**src/rtl/audio_pkg.sv**
```systemverilog
// -----------------------------------------------------------------------------
// audio_pkg
// Shared constants and types for the audio path (I2S DAC transmitter and the
// matching ADC receiver to come).
//   FRAME_SLOTS  : BCLK slots per I2S frame (both channels)
//   CHAN_SLOTS   : BCLK slots per channel
//   SAMPLE_W_DEF : default sample width
//   lrck_e       : word-select encoding, LEFT = 0, RIGHT = 1
// -----------------------------------------------------------------------------
package audio_pkg;

  localparam int FRAME_SLOTS  = 64;
  localparam int CHAN_SLOTS   = 32;
  localparam int SLOT_W       = $clog2(FRAME_SLOTS);
  localparam int CHAN_W       = $clog2(CHAN_SLOTS);
  localparam int SAMPLE_W_DEF = 16;

  typedef enum logic {
    LRCK_LEFT  = 1'b0,
    LRCK_RIGHT = 1'b1
  } lrck_e;

endpackage

```
**src/rtl/sample_fifo.sv**
```systemverilog
// -----------------------------------------------------------------------------
// sample_fifo
// Small synchronous FIFO for audio samples with an asynchronous head read.
//   CLOCK_50 : clock
//   reset    : asynchronous, active-high; empties the FIFO
//   wr       : write strobe, ignored while full
//   wr_data  : data to store
//   rd       : pop strobe, ignored while empty
//   rd_data  : current head, combinational from the read pointer
//   full     : DEPTH entries stored
//   empty    : no entries stored
//   level    : number of stored entries
// -----------------------------------------------------------------------------
module sample_fifo
  import audio_pkg::*;
#(
  parameter int WIDTH = SAMPLE_W_DEF,
  parameter int DEPTH = 8
) (
  input  logic                     CLOCK_50,
  input  logic                     reset,
  input  logic                     wr,
  input  logic [WIDTH-1:0]         wr_data,
  input  logic                     rd,
  output logic [WIDTH-1:0]         rd_data,
  output logic                     full,
  output logic                     empty,
  output logic [$clog2(DEPTH):0]   level
);

  localparam int ADDR_W = $clog2(DEPTH);

  logic [WIDTH-1:0] mem [DEPTH];
  // Pointers carry one extra wrap bit so full and empty are distinguishable.
  logic [ADDR_W:0]  wr_ptr;
  logic [ADDR_W:0]  rd_ptr;
  logic             wr_en;
  logic             rd_en;

  assign wr_en = wr && !full;
  assign rd_en = rd && !empty;

  // NOTE: sequential state uses non-blocking assignments so every register
  // samples pre-edge values, independent of statement order.
  always_ff @(posedge CLOCK_50 or posedge reset) begin
    if (reset) begin
      wr_ptr <= '0;
      rd_ptr <= '0;
    end else begin
      if (wr_en) wr_ptr <= wr_ptr + 1'b1;
      if (rd_en) rd_ptr <= rd_ptr + 1'b1;
    end
  end

  // NOTE: the storage array has no reset; resetting the pointers already
  // discards its contents, and an unreset array maps onto RAM.
  always_ff @(posedge CLOCK_50) begin
    if (wr_en) mem[wr_ptr[ADDR_W-1:0]] <= wr_data;
  end

  assign rd_data = mem[rd_ptr[ADDR_W-1:0]];
  assign level   = wr_ptr - rd_ptr;
  assign empty   = (wr_ptr == rd_ptr);
  assign full    = (wr_ptr[ADDR_W] != rd_ptr[ADDR_W]) &&
                   (wr_ptr[ADDR_W-1:0] == rd_ptr[ADDR_W-1:0]);

endmodule

```
**src/rtl/audio_i2s_tx.sv**
```systemverilog
// -----------------------------------------------------------------------------
// audio_i2s_tx
// Mono I2S transmitter for the codec DAC (codec in slave mode). Samples are
// queued in a FIFO, one is popped per frame and sent on both channels.
//   CLOCK_50    : 50 MHz system clock
//   reset       : asynchronous, active-high
//   sample, wr  : sample input and one-cycle write strobe
//   full        : FIFO full; a wr while full is dropped
//   fifo_level  : stored samples
//   sample_req  : one-cycle pulse at each frame start
//   underflow   : one-cycle pulse when a frame starts with the FIFO empty
//   overflow    : one-cycle pulse when a wr is dropped
//   aud_bclk    : I2S bit clock
//   aud_daclrck : word select, 0 = left, 1 = right
//   aud_dacdat  : serial data, MSB first, one BCLK after the word-select edge
// -----------------------------------------------------------------------------
module audio_i2s_tx
  import audio_pkg::*;
#(
  parameter int SAMPLE_W   = SAMPLE_W_DEF,
  parameter int BCLK_DIV   = 8,
  parameter int FIFO_DEPTH = 8
) (
  input  logic                          CLOCK_50,
  input  logic                          reset,
  input  logic [SAMPLE_W-1:0]           sample,
  input  logic                          wr,
  output logic                          full,
  output logic [$clog2(FIFO_DEPTH):0]   fifo_level,
  output logic                          sample_req,
  output logic                          underflow,
  output logic                          overflow,
  output logic                          aud_bclk,
  output logic                          aud_daclrck,
  output logic                          aud_dacdat
);

  localparam int CNT_W = $clog2(BCLK_DIV);

  logic [CNT_W-1:0]    div_cnt;
  logic [SLOT_W-1:0]   bit_cnt;
  logic [SAMPLE_W-1:0] hold;
  logic [SAMPLE_W-1:0] fifo_head;
  logic                fifo_empty;
  logic                div_tc;
  logic                fall_event;
  logic                frame_start;
  logic                pop;
  logic [SLOT_W-1:0]   next_slot;
  logic [CHAN_W-1:0]   chan_slot;
  logic                next_dat;

  assign div_tc      = (div_cnt == CNT_W'(BCLK_DIV - 1));
  // aud_bclk is about to go 1->0: the only moment serial outputs move.
  assign fall_event  = div_tc && aud_bclk;
  assign frame_start = fall_event && (bit_cnt == SLOT_W'(FRAME_SLOTS - 1));
  assign pop         = frame_start && !fifo_empty;

  sample_fifo #(
    .WIDTH (SAMPLE_W),
    .DEPTH (FIFO_DEPTH)
  ) u_fifo (
    .CLOCK_50 (CLOCK_50),
    .reset    (reset),
    .wr       (wr),
    .wr_data  (sample),
    .rd       (pop),
    .rd_data  (fifo_head),
    .full     (full),
    .empty    (fifo_empty),
    .level    (fifo_level)
  );

  // Data bit for the slot entered at the next fall event. Channel slot 0 is
  // the I2S one-BCLK delay; slots 1..SAMPLE_W carry the hold register MSB
  // first; the rest pad with 0. At frame start the slot is 0, so the hold
  // register update in that same cycle is never seen half-way.
  // NOTE: next_dat gets a default before the loop so no path leaves it
  // unassigned, which would infer a latch.
  always_comb begin
    next_slot = bit_cnt + 1'b1;
    chan_slot = next_slot[CHAN_W-1:0];
    next_dat  = 1'b0;
    for (int i = 1; i <= SAMPLE_W; i++) begin
      if (chan_slot == CHAN_W'(i)) next_dat = hold[SAMPLE_W-i];
    end
  end

  always_ff @(posedge CLOCK_50 or posedge reset) begin
    if (reset) begin
      div_cnt     <= '0;
      aud_bclk    <= 1'b0;
      bit_cnt     <= SLOT_W'(FRAME_SLOTS - 1);
      hold        <= '0;
      aud_daclrck <= LRCK_LEFT;
      aud_dacdat  <= 1'b0;
      sample_req  <= 1'b0;
      underflow   <= 1'b0;
      overflow    <= 1'b0;
    end else begin
      sample_req <= 1'b0;
      underflow  <= 1'b0;
      // full is the pre-cycle state, so a same-cycle pop never makes room.
      overflow   <= wr && full;

      if (div_tc) begin
        div_cnt  <= '0;
        aud_bclk <= ~aud_bclk;
      end else begin
        div_cnt <= div_cnt + 1'b1;
      end

      if (fall_event) begin
        bit_cnt     <= next_slot;
        aud_daclrck <= next_slot[SLOT_W-1] ? LRCK_RIGHT : LRCK_LEFT;
        aud_dacdat  <= next_dat;
      end

      if (frame_start) begin
        sample_req <= 1'b1;
        if (fifo_empty) underflow <= 1'b1;
        else            hold      <= fifo_head;
      end
    end
  end

endmodule
```
**config.mk**
```make
export PLATFORM = sky130hd
export DESIGN_NAME = audio_i2s_tx
export DESIGN_NICKNAME = d
export VERILOG_FILES = /design/src/rtl/audio_pkg.sv /design/src/rtl/sample_fifo.sv /design/src/rtl/audio_i2s_tx.sv
export SDC_FILE = /design/constraint.sdc
export NUM_CORES = 1
export LEC_CHECK = 0
export CORE_ASPECT_RATIO = 1.1
export CORE_MARGIN = 2
export CORE_UTILIZATION = 50
export DETAILED_ROUTE_END_ITERATION = 8
export PLACE_DENSITY_LB_ADDON = 0.15
export SLEW_MARGIN = 25
export SYNTH_ARGS = -nofsm -noshare
export SYNTH_HDL_FRONTEND = slang
export SYNTH_SLANG_ARGS = --single-unit
```
**constraint.sdc**
```tcl
create_clock -name CLOCK_50 -period 4.8 [get_ports CLOCK_50]
set_input_delay 0.96 -clock CLOCK_50 [delete_from_list [all_inputs] [get_ports CLOCK_50]]
set_output_delay 0.96 -clock CLOCK_50 [all_outputs]
set_load 0.03 [all_outputs]
```
==> impl_metrics.ini, run 1 <==
[drt]
drt_first_pass_iters = 4
via_per_inst = 5.36
drc = 0
drt_wl_total_mm = 11.7
drt_iter0_markers = 216
ant_nets = 0
vias = 3392
avgRoutedWirePerCell_um = 18.6

[global_route]
grt_pass1_wl_mm = 19.2
antenna_found_initial = 0
grt_max_degree = 37
gr-total-overflow = 0
track_usage_pct = 18.1
grt_pass1_vias = 3582

[cts]
clk_pin_slew_ns = 0.06
clk_latency_ns = 0.42
cts_made_buffers = 17
cts_hold_buffers = 0
cts_resized = 0
clkSinkCount = 167
clock_path_buffers = 2
htreeDepth = 4
clockRootBuffer = clkbuf_16
post-cts-setup-buffer-count = 0
tritoncts = built

[yosys]
synth_xor_area_share_pct = 2.71
synth-warning-count = 0
async_reset_ff_share_pct = 23.4
synth_edf_count = 128
seq_area_frac_synth_pct = 70.7
ys.flop_type = edfxtp_1
synth-seq-cells = 167
synth_cell_types = 45
synth_top_family_by_area = multiplexers
synth_area_per_cell_um2 = 17.2
synthSimpleGateAreaFrac_pct = 5.41
syn_area_um2 = 6830
synthCells = 397
synth_fa_ha_area_share_pct = 2.49
synthMuxAreaShare_pct = 13.1
syn_nets = 429
synth-compound-area-share_pct = 3.46

[final_layout]
antenna_cells = 0
syn_to_final_growth_pct = 15.4
drive_gt1_share_pct = 20.0
nets = 468

[sta]
maxSlewHeadroom_pct = 42.2
post-route-period-util_pct = 75.9
fin_ws_ns = 1.16
worst_pin_slew_ns = 0.866
fin_hold_ws_ns = 0.426
fin_crit_ns = 3.64
clock.fmax_mhz = 275
setup_viol_count_final = 0
slew_violations = 0
rsz0062_at_grt = false
tns_ns = 0
hold_viol = 0
fin_skew_ns = 0.00518

[power_and_ir_drop]
power.density_nw_per_um2 = 443
p_leak_nw = 2.85
vdd_drop_max_mv = 0.229

[floorplanning]
io_pins = 30
dieArea_um2 = 14600
start_util_pct = 51.4
num_rows = 44
die_x_um = 115
die_h_um = 127
coreArea_um2 = 13300

[critical_path]
startpoint_type = register
critPathMaxStageDelay_ns = 0.69
cp_cell_sequence = inv_2 > ha_1 > a21oi_1 > xnor2_1 > clkdlybuf4s50_1
cp.required_ns = 3.84
crit_family = buffers and inverters
critical_path_peak_fanout = 17
crit_buf_inv = 2
path_class = register to output port
crit_start = u_fifo.rd_ptr[2]
r2r_start = u_fifo.rd_ptr[2]
endpoint_kind = output port
arrival_ns = 2.68
cp_slowest_cell = clkdlybuf4s50_1

[min_path]
hold_path_class = register to register
holdCritStartpoint = div_cnt[0]

[place]
numPortBuffers = 29
dpl.hpwl_mm = 7.15
gp_congestion = 0.821
dpl_worst_slack_ns = 1.59

[flow_run]
cap_violations = 0

[outcome]
status = finished, final reports clean
-- sequential cells by signal, summed over array words and instances (netlist names), 3 cells and up --
register,cells
div_cnt,3
bit_cnt,6
u_fifo.mem,128
hold,16
u_fifo.wr_ptr,4
u_fifo.rd_ptr,4
-- per-stage QoR --
stage | cell area (µm²) | cells | util [%] | total power [mW]
floorplan | 6830 | 397 | - | 2.09
global placement | 7340 | 601 | 55.3 | 2.29
detailed placement | 7340 | 601 | 55.3 | 2.30
CTS | 7880 | 633 | 59.4 | 3.54
global route | 7880 | 633 | 59.4 | 3.64
finish | 7880 | 633 | 59.4 | 3.49
-- synthesized netlist by cell type (2+ instances only) --
cell      count  area [µm²]
a211oi_1      2        15.0
a21oi_1       6        30.0
a31oi_1       2        12.5
buf_1         2        7.51
buf_2         8        40.0
buf_6         2        22.5
clkbuf_1      7        26.3
dfrtp_1      33         826
dfstp_2       6         158
edfxtp_1    128        3840
ha_1         12         150
inv_1        11        41.3
inv_2         2        7.51
mux2i_1      16         160
mux4_2       32         721
nand2_1      36         135
nand2b_1      2        12.5
nand3_1       6        30.0
nand4_1       2        12.5
nor2_1       12        45.0
nor2b_1       5        31.3
nor3_1        4        20.0
nor4_1        3        18.8
o21ai_0      19        95.1
o21ai_1       2        10.0
o311a_2       2        22.5
xnor2_1      12         105
xor2_1        6        52.6
-- layout by cell type (no fill, tap or decap), drive strengths merged, types with 3 or more instances in the layout --
cell type,n
nor2,12
xor2,7
dfstp,6
nor2b,5
xnor2,12
dfrtp,33
nor4,3
buf,10
clkbuf,19
ha,12
o21ai,22
clkinvlp,4
mux2i,16
nor3,5
clkdlybuf4s50,29
edfxtp,128
clkinv,7
nand3,7
mux4,32
a21oi,6
nand2,36
inv,14
-- area by class of cell --
class                      count  area (µm²)
clock buffer                  19         433
clock inverter                13         108
fill                        1007        5390
inverter                      13        48.8
multi-input combinational    198        1870
sequential                   167        4830
tap                          184         230
timing repair buffer          39         365
-- report_power, final --
part	total, mW	leakage, nW	switching [mW]	internal (mW)
sequential	1.80	1.67	0.0578	1.75
clock	1.23	0.252	0.522	0.707
combinational	0.461	0.926	0.287	0.174
total	3.49	2.85	0.866	2.63
-- worst register-to-register path, stage by stage (launching register included) --
cell,delay [ns]
dfrtp_1,0.40
inv_2,0.43
ha_1,0.39
nand3_1,0.09
nor2_1,0.06
nor2b_1,0.40
nand4_1,0.22
inv_1,0.61
-- metal layers --
metal	GRT usage, %	vias to the layer above	routed length, µm
met3	5.11	15	345
li1	-	1595	-
met4	6.95	0	188
met5	0	-	0
met2	29.0	44	5920
met1	23.5	1738	5290
-- kinds of logic (layout without fill, tap and decap cells) --
kind of cell / Yosys count / count (layout)
DFF: 167 / 167
and+or+nand+nor: 78 / 78
muxes: 49 / 49
AOI/OAI and AO/OA: 39 / 39
buffers and inverters: 32 / 84
xor gates and xnor gates: 19 / 19
adders and majority gates: 13 / 13
-- path summary, 6_finish.rpt --
kind	end	slack, ns	cells after the start
max in group asynchronous	hold[9]	3.01	3
min in group asynchronous	div_cnt[1]	1.02	2
setup reg to reg	u_fifo.mem[7][13]	1.81	7
setup / recovery	fifo_level[3]	1.16	5
hold reg to reg	div_cnt[0]	0.43	1
hold / removal	div_cnt[0]	0.43	1
Note: power is estimated with default switching activity, not from simulation.
==> run 2: changes to the inputs <==
- clock period: 4.8 -> 3.06 ns (I/O delays scaled with it)
==> run 2 against run 1 <==
Effect of this change: sequential share of layout area shrank 0.70 points; count of clock-buffer cells in the layout is the same; sequential power grew 57%; cell count increased by 0.63%; clock power up 79%; routed wire length up 1.8%; sequential cell count stayed put; total power rose by 64%.
==> impl_metrics.ini, run 2 (synthesized netlist as in run 1, its figures left out) <==
[cts]
clk_pin_slew_ns = 0.06
htreeDepth = 4
clockRootBuffer = clkbuf_16
clkSinkCount = 167
post-cts-setup-buffer-count = 0
tritoncts = built
cts_made_buffers = 17
clock_path_buffers = 2
clk_latency_ns = 0.42
cts_hold_buffers = 0
cts_resized = 0

[flow_run]
cap_violations = 0

[floorplanning]
dieArea_um2 = 14600
coreArea_um2 = 13300
start_util_pct = 51.4
die_h_um = 127
num_rows = 44
io_pins = 30
die_x_um = 115

[final_layout]
antenna_cells = 0
mostFrequentLayoutCell = edfxtp_1
nets = 472
drive_gt1_share_pct = 21.6
largest_register_ff_count = 128
finalNonFillerCells = 637
final_cell_mix = edfxtp_1, nand2_1, mux4_2, dfrtp_1, clkdlybuf4s50_1
final_cell_area_um2 = 7970
utilization_pct = 60.1
syn_to_final_growth_pct = 16.8

[sta]
fin_hold_ws_ns = 0.330
clock.fmax_mhz = 340
fin_ws_ns = 0.121
hold_viol = 0
tns_ns = 0
setup_viol_count_final = 0
worst_pin_slew_ns = 0.711
slew_violations = 0
rsz0062_at_grt = false
fin_crit_ns = 2.94
fin_skew_ns = 0.00791
post-route-period-util_pct = 96.1
maxSlewHeadroom_pct = 52.6

[global_route]
grt_pass1_vias = 3512
antenna_found_initial = 0
grt_pass1_wl_mm = 19.6
grt_max_degree = 39
gr-total-overflow = 0
track_usage_pct = 18.3

[drt]
ant_nets = 0
drt_wl_total_mm = 12.0
drc = 0
avgRoutedWirePerCell_um = 18.8
vias = 3431
drt_first_pass_iters = 5
via_per_inst = 5.39
drt_iter0_markers = 193

[power_and_ir_drop]
vdd_drop_max_mv = 0.399
power_mw = 5.73
power.density_nw_per_um2 = 719
p_leak_nw = 2.92

[place]
numPortBuffers = 29
gp_congestion = 0.758
dpl_worst_slack_ns = 0.519
dpl.hpwl_mm = 7.34
placed_area_um2 = 7360
dp_cells = 605

[critical_path]
critPathMaxStageDelay_ns = 0.68
startpoint_type = register
cp.required_ns = 2.45
path_class = register to output port
critical_path_peak_fanout = 4
endpoint_kind = output port
cp_cell_sequence = inv_1 > ha_1 > fa_1 > xnor2_1 > clkdlybuf4s50_1
arrival_ns = 2.33
cp_slowest_cell = clkdlybuf4s50_1

[outcome]
status = finished, final reports clean

[min_path]
hold_path_class = input pin to asynchronous set/reset pin
run 2: changes by cell type in the layout (fill, tap and decap cells not counted), sizes merged:
cell	previous run	this run
clkinvlp	4	0
clkdlybuf4s50	29	26
bufinv	1	4
buf	10	17
clkinv	7	8
run 2: layout make-up:
class | instances | area [µm²]
Clock buffer | 19 | 433
Clock inverter | 13 | 179
Fill cell | 994 | 5300
Inverter | 13 | 48.8
Multi-Input combinational cell | 198 | 1860
Sequential cell | 167 | 4830
Tap cell | 184 | 230
Timing Repair Buffer | 43 | 388
run 2: per-layer routing:
metal / routed length (µm) / global-route usage, % / up-vias
met5: 0 / 0 / -
met4: 207 / 7.65 / 0
met3: 542 / 3.87 / 17
met2: 6120 / 29.2 / 71
met1: 5080 / 24.7 / 1747
li1: - / - / 1596
run 2: critical path: cells and delay by family, from the launching register on:
kind	cells	cell delay [ns]
xor gates and xnor gates	1	0.14
buffers and inverters	2	0.78
adders and majority gates	2	0.59
DFF	1	0.39
run 2: final timing paths:
kind / from / to / slack [ns] / cells after the start
min in group CLOCK_50: div_cnt[0] / div_cnt[0] / 0.44 / 1
worst min-delay path: reset / overflow / 0.33 / 2
worst max-delay path: u_fifo.wr_ptr[0] / fifo_level[2] / 0.12 / 5
max in group asynchronous: reset / bit_cnt[1] / 2.06 / 3
worst min register to register: div_cnt[0] / div_cnt[0] / 0.44 / 1
worst max register to register: u_fifo.wr_ptr[2] / u_fifo.mem[4][10] / 0.59 / 7
run 2: where the power goes:
part | total [mW] | switching (mW) | leakage (nW) | internal [mW]
logic | 0.696 | 0.431 | 0.948 | 0.265
registers | 2.83 | 0.0948 | 1.67 | 2.74
clock network | 2.20 | 0.840 | 0.302 | 1.36
==> RTL edit: new RTL, config.mk and constraints of run 1 <==
Set the parameter `FIFO_DEPTH` to 16 (it was 8).
--- a/src/rtl/audio_i2s_tx.sv
+++ b/src/rtl/audio_i2s_tx.sv
@@ -19,7 +19,7 @@
 #(
   parameter int SAMPLE_W   = SAMPLE_W_DEF,
   parameter int BCLK_DIV   = 8,
-  parameter int FIFO_DEPTH = 8
+  parameter int FIFO_DEPTH = 16
 ) (
   input  logic                          CLOCK_50,
   input  logic                          reset,
Ports: changed (resized fifo_level); port bits go from 30 to 31. No check against the original RTL was run, so the function may have changed too.
==> RTL edit against run 1 <==
- first-iteration DRC count rose to 2.5 times the old value
- wire length rose by 110%
- critical path depth rose by 2
- synthesized cell count rose by 44%
- total power rose by 71%
- clock skew rose by 0.0021 ns
- sequential cell count rose by 130
- area after synthesis rose by 75%
- cell area rose by 72%
- setup slack got worse by 0.31 ns
- sequential power rose by 74%
- largest power group unchanged
==> RTL edit: results (changes against run 1) <==
[status]
status=complete, no violations  ; unchanged

[place]
dp_slack_ns=1.39  ; was 1.59 ns
io_buffers=30  ; was 29
dpl.cell_count=902  ; was 601
gp_congestion=0.846  ; was 0.821
hpwl_mm=14.2  ; was 7.15 mm
dpl_cell_area_sq_um=12600  ; was 7340 sq um

[finish]
signal_buffers=51  ; was 39
seq_share_pct=64.3  ; was 61.3%
num-multi-input-gates=232  ; was 198
final_core_util_pct=57.6  ; was 59.4%
final-clk-cell-share_pct=6.81  ; was 6.86%
buffer_area_share_pct=3.40  ; was 4.64%
clock_buffer_count=39  ; was 19
n_all_inverters=17  ; was 13
multi_input_area_share_pct=22.2  ; was 23.7%

[clocking]
cts_buffers=30  ; was 17
cts_buffer_depth=3  ; was 2
h-tree-depth=1  ; was 4
clk_latency_ns=0.55  ; was 0.42 ns

[critical_path]
r2r_cells=6  ; was 7
critical_path_peak_fanout=22  ; was 17
r2r-end=u_fifo.mem[15][0]  ; was u_fifo.mem[7][13]
cp.arrival_ns=3.00  ; was 2.68 ns

[power_and_ir_drop]
powerComb_mw=0.679  ; was 0.461 mW
power_density_nw_per_um2=441  ; was 443 nW/um^2
vdd_drop_max_v=0.000300  ; was 0.000229 V
switching_power_mw=1.46  ; was 0.866 mW
power_frac_clock_pct=36.1  ; was 35.2%

[sta]
fin_ws_ns=0.842  ; was 1.16 ns
finalClockSkew_ns=0.00732  ; was 0.00518 ns

[synthesis]
ys_seq_area_share_pct=73.2  ; was 70.7%
synth-seq-cells=297  ; was 167
async_reset_ff_share_pct=13.8  ; was 23.4%
syn_inst=573  ; was 397
synth_edf_count=256  ; was 128

[route]
wl_per_cell_um=25.8  ; was 18.6 um
vias_per_cell=5.89  ; was 5.36
firstDrtPassIters=5  ; was 4

[global_routing]
grt_usage_pct=20.6  ; was 18.1%
grt_pass1_wl_mm=37.6  ; was 19.2 mm
grt_pass1_vias=5987  ; was 3582

==> RTL edit: cells by family (layout without fill, tap and decap cells) <==
| kind of cell | after synthesis | in the layout | synth area share (%) |
|---|---|---|---|
| AO/OA/AOI/OAI | 26 | 26 | 1.44 |
| adder cells (fa/ha/maj) | 17 | 17 | 1.85 |
| AND/OR/NAND/NOR | 70 | 70 | 2.82 |
| multiplexers | 95 | 95 | 17.0 |
| XOR/XNOR | 24 | 24 | 1.76 |
| buffers and inverters | 44 | 124 | 1.89 |
| flip-flops | 297 | 297 | 73.2 |
==> RTL edit: worst max-delay path, cell delays in order (launching register included) <==
cell and delay (ns):
dfrtp_4 0.66, ha_1 0.31, fa_1 0.40, inv_1 0.07
a21o_1 0.12, a21oi_1 0.07, xor2_1 0.12, clkdlybuf4s50_1 0.68
==> RTL edit: routing by layer <==
metal	vias to the layer above	global-route usage [%]	wire (um)
met5	-	0	0
met2	157	32.8	12100
met3	43	3.08	1320
li1	2427	-	-
met1	3017	29.8	10600
met4	0	6.38	659
